$ cat src/rtl/spi_dac_receiver.sv
// SPI responder for the serial DAC link: oversamples cs_b/sclk/sdi, deserializes
// each chip-select frame into a control nibble plus a sample, and flags malformed frames.
module spi_dac_receiver #(
    parameter int FRAME_BITS  = 16,
    parameter int DATA_BITS   = 12,
    parameter int SYNC_STAGES = 2
) (
    input  logic                            clk,
    input  logic                            reset_b,
    input  logic                            cs_b,
    input  logic                            sclk,
    input  logic                            sdi,
    output logic [FRAME_BITS-DATA_BITS-1:0] ctrl,
    output logic [DATA_BITS-1:0]            data,
    output logic                            valid,
    output logic                            frame_err,
    output logic                            busy
);
    localparam int         CTRL_BITS = FRAME_BITS - DATA_BITS;
    localparam logic [4:0] CNT_FULL  = 5'(FRAME_BITS);
    localparam logic [4:0] CNT_SAT   = 5'(FRAME_BITS + 1);

    typedef enum logic [1:0] {IDLE, SHIFT, CHECK} state_e;

    logic [SYNC_STAGES-1:0] cs_sync_q, sclk_sync_q, sdi_sync_q;
    logic                   cs_prev_q, sclk_prev_q;
    logic                   cs_s, sclk_s, sdi_s;
    logic                   cs_fall, cs_rise, sclk_rise;

    state_e                 state_q;
    logic [FRAME_BITS-1:0]  shift_q, shift_d;
    logic [4:0]             cnt_q;
    logic [CTRL_BITS-1:0]   ctrl_q;
    logic [DATA_BITS-1:0]   data_q;
    logic                   valid_q, err_q, busy_q;

    // Idle levels (cs_b and sclk high) on reset, so release cannot fake an edge.
    always_ff @(posedge clk or negedge reset_b) begin
        if (!reset_b) begin
            cs_sync_q   <= '1;
            sclk_sync_q <= '1;
            sdi_sync_q  <= '0;
            cs_prev_q   <= 1'b1;
            sclk_prev_q <= 1'b1;
        end else begin
            // NOTE: non-blocking assignments make every stage take the old value of its predecessor.
            cs_sync_q   <= {cs_sync_q[SYNC_STAGES-2:0], cs_b};
            sclk_sync_q <= {sclk_sync_q[SYNC_STAGES-2:0], sclk};
            sdi_sync_q  <= {sdi_sync_q[SYNC_STAGES-2:0], sdi};
            cs_prev_q   <= cs_s;
            sclk_prev_q <= sclk_s;
        end
    end

    assign cs_s      = cs_sync_q[SYNC_STAGES-1];
    assign sclk_s    = sclk_sync_q[SYNC_STAGES-1];
    assign sdi_s     = sdi_sync_q[SYNC_STAGES-1];
    assign cs_fall   = !cs_s && cs_prev_q;
    assign cs_rise   = cs_s && !cs_prev_q;
    assign sclk_rise = sclk_s && !sclk_prev_q;
    assign shift_d   = {shift_q[FRAME_BITS-2:0], sdi_s};

    always_ff @(posedge clk or negedge reset_b) begin
        if (!reset_b) begin
            // NOTE: the whole datapath is reset so an aborted frame can leave nothing behind.
            state_q <= IDLE;
            shift_q <= '0;
            cnt_q   <= '0;
            ctrl_q  <= '0;
            data_q  <= '0;
            valid_q <= 1'b0;
            err_q   <= 1'b0;
            busy_q  <= 1'b0;
        end else begin
            valid_q <= 1'b0;
            err_q   <= 1'b0;
            case (state_q)
                IDLE: begin
                    if (cs_fall) begin
                        shift_q <= '0;
                        cnt_q   <= '0;
                        busy_q  <= 1'b1;
                        state_q <= SHIFT;
                    end
                end
                SHIFT: begin
                    // Chip-select release wins over a coincident sclk edge.
                    if (cs_rise) begin
                        busy_q  <= 1'b0;
                        state_q <= CHECK;
                    end else if (sclk_rise) begin
                        shift_q <= shift_d;
                        if (cnt_q != CNT_SAT) cnt_q <= cnt_q + 5'd1;
                    end
                end
                CHECK: begin
                    if (cnt_q == CNT_FULL) begin
                        ctrl_q  <= shift_q[FRAME_BITS-1:DATA_BITS];
                        data_q  <= shift_q[DATA_BITS-1:0];
                        valid_q <= 1'b1;
                    end else begin
                        err_q   <= 1'b1;
                    end
                    state_q <= IDLE;
                end
                default: state_q <= IDLE;
            endcase
        end
    end

    assign ctrl      = ctrl_q;
    assign data      = data_q;
    assign valid     = valid_q;
    assign frame_err = err_q;
    assign busy      = busy_q;

endmodule

$ cat config.mk
export PLATFORM = sky130hd
export DESIGN_NAME = spi_dac_receiver
export DESIGN_NICKNAME = d
export VERILOG_FILES = /design/src/rtl/spi_dac_receiver.sv
export SDC_FILE = /design/constraint.sdc
export NUM_CORES = 1
export LEC_CHECK = 0
export CORE_MARGIN = 4
export CORE_UTILIZATION = 49
export DETAILED_ROUTE_END_ITERATION = 10
export PLACE_DENSITY = 0.84
export SKIP_CTS_REPAIR_TIMING = 1
export SLEW_MARGIN = 0
export SYNTH_ARGS = -nofsm -noshare
export SYNTH_HDL_FRONTEND = slang
export SYNTH_SLANG_ARGS = --single-unit
$ cat constraint.sdc
create_clock -name clk -period 1.8 [get_ports clk]
set_input_delay 0.36 -clock clk [delete_from_list [all_inputs] [get_ports clk]]
set_output_delay 0.36 -clock clk [all_outputs]
set_load 0.02 [all_outputs]
==> impl_metrics.ini <==
[outcome]
status = complete, no violations

[sta]
worstMarginPinSlew_ns = 0.522
rsz0062_at_grt = false
finalHoldViolations = 0
slew_headroom_pct = 64.9
finClkSkew_ns = 0.00624
post-route-min-period_ns = 1.73
slew_viol_final = 0
setup_tns_ns = 0
setup_violations = 0
max_freq_mhz = 577
hold_slack_ns = 0.0376
finalCritPeriodShare_pct = 96.2

[pwr]
internal_power_w = 0.00167
p_leak_nw = 1.09
power_switching_w = 0.000522
power_density_mw_per_mm2 = 907
p_sw_share_pct = 23.8
seqPwrFrac_pct = 55.6
pwr-share-clk_pct = 34.4
power_frac_comb_pct = 10.1
vdd_drop_max_mv = 0.595

[floorplanning]
die-area_sq_mm = 0.00515
rows = 22
die_w_um = 71.8
io_pins = 24
core_sq_mm = 0.00380
start_util_pct = 52.5
die_h_um = 71.8

[drt]
routed_wl_um = 3310
vias = 1270
initialDrtViolationCount = 62
drtAntennaViolNets = 0
wl_per_cell_um = 13.5
dr.pass1.iters = 4
via_per_inst = 5.16
drc = 0

[global_route]
grt_max_degree = 51
grtUsageTotal_pct = 14.6
grt-busiest-layer = met2
met3_usage_pct = 3.51
grt_pass1_wl_um = 5800
grt_use_met2_pct = 23.4
antenna_found_initial = 0
met1_usage_pct = 18.6
grt_pass1_vias = 1250
overflow = 0

[clocking]
htree_levels = 2
cts_root_buffer = clkbuf_8
clock-sinks = 50
cts_max_path_buffers = 2
clkTransAtPathRegs_ns = 0.08
cts_tree = done
cts_buffers = 5
worstSkewPairLatency_ns = 0.30

[yosys]
synth.most_common_cell = dfrtp_1
yosysSeqAreaShare_pct = 63.2
synth-seq-cells = 50
synth_top_family_by_area = simple AND/OR/NAND/NOR gates
yosys_most_used_dff = dfrtp_1
synth.mux.area_fraction_pct = 9.60
synth_simple_gate_area_share_pct = 14.3
netlist_area_sq_mm = 0.00199
ys_warn_count = 0
synth_compound_area_share_pct = 8.60
synth_largest_area_cell = dfrtp_1
synth.distinct_cells = 32
netlist_top_cells_count = dfrtp_1, nand2_1, o21ai_0
async_flop_share_pct = 100
synthAdderAreaFrac_pct = 1.88
synth_xor_area_share_pct = 0
synth.top_cells.by_area = dfrtp_1, mux2_2, dfstp_2
synth_edf_count = 0
yosysTopAreaCellShare_pct = 55.2
syn_avg_cell_area_sq_um = 11.8
synth_fp_nets = 177
syn_inst = 169

[cells_and_area]
nets = 206
area_delta_synth_final_pct = 21.5
drive_above_1_share_pct = 21.7
utilization_pct = 63.7
diodes = 0

[setup_path]
crit_path_end_kind = flop
r2r_end = cnt_q[4]
crit_arrival_ns = 1.95
r2r_setup_slack_ns = 0.07
r2r_start = cs_prev_q
crit_type = reg2reg
start_kind = flop
r2r_cells = 4
critPathMaxFanout = 6
crit_required_ns = 2.02

[worst_hold_path]
min_path_type = in2async

[place]
dp_hpwl_um = 2220
gp_congestion = 0.773
portBuffers = 23

[job]
max_cap_viol_count = 0
[per-layer routing]
layer  share of wire, %  vias up
li1                   -      635
met1                 45      599
met2                 49       32
met3                4.3        4
met4                1.8        0
met5                  0        -
[worst max-delay path by stage]
stage	startpoint	end	slack (ns)	cells after the start
final	cs_prev_q	cnt_q[4]	0.07	4
after global routing	cs_prev_q	cnt_q[4]	0.004	4
after CTS	cs_prev_q	shift_q[6]	0.04	5
after detailed placement	cs_prev_q	shift_q[6]	0.06	5
after global placement	cs_prev_q	cnt_q[4]	0.11	4
after floorplan	cs_prev_q	cnt_q[0]	0.12	4
[sequential cells by signal, indices dropped and copies added (netlist names), 2 cells and up]
name,cells
shift_q,16
data,12
cnt_q,5
ctrl,4
cs_sync_q,2
sclk_sync_q,2
sdi_sync_q,2
state_q,2
[logic make-up after synthesis]
logic type / Yosys count
muxes: 17
AOI/OAI and AO/OA: 29
buffers and inverters: 12
adders and majority gates: 3
DFF: 50
and+or+nand+nor: 58
[worst max-delay path, stage by stage, from the launching register on]
cell	delay [ns]
dfstp_2	0.57
nor2b_2	0.06
or3b_4	0.41
or4_4	0.51
o211ai_1	0.10
[cells in the final DEF, fill, tap and decap left out, types with 2 or more instances in the layout]
master	n
dfrtp_1	44
nand2_1	36
a21oi_1	2
ha_1	3
nand2b_1	2
nand3_1	3
inv_1	5
dfstp_2	6
o211ai_1	2
nor2b_1	2
clkbuf_8	5
o21ai_0	18
mux2_2	17
nor4_1	2
clkdlybuf4s50_1	22
buf_4	4
nor2_1	4
[power groups by stage]
stage / logic, W / registers (W) / clock network [W]
after floorplan: 0.000131 / 0.00123 / 0
after global placement: 0.000212 / 0.00124 / 0
after detailed placement: 0.000221 / 0.00124 / 0
after CTS: 0.000222 / 0.00122 / 0.000777
after global routing: 0.000245 / 0.00123 / 0.000829
final: 0.000221 / 0.00122 / 0.000754
[metrics by stage]
stage / worst slack (ns) / power (W) / instances / area, sq um
2_1_floorplan: 0.122 / 0.00137 / 169 / 1990
3_5_place_dp: 0.0551 / 0.00146 / 239 / 2310
4_1_cts: 0.0420 / 0.00222 / 246 / 2410
3_3_place_gp: 0.113 / 0.00145 / 239 / 2310
5_1_grt: 0.00406 / 0.00230 / 246 / 2420
6_report: 0.0677 / 0.00220 / 246 / 2420
[area by class of cell]
class	instances	area, sq um
clock buffers	5	68.8
clock inverters	2	38.8
fillers	310	1380
inverters	5	18.8
multi-input cells	107	689
flip-flops and latches	50	1260
well taps	48	60.1
repair buffers	29	287
(Power assumes the default switching activity.)
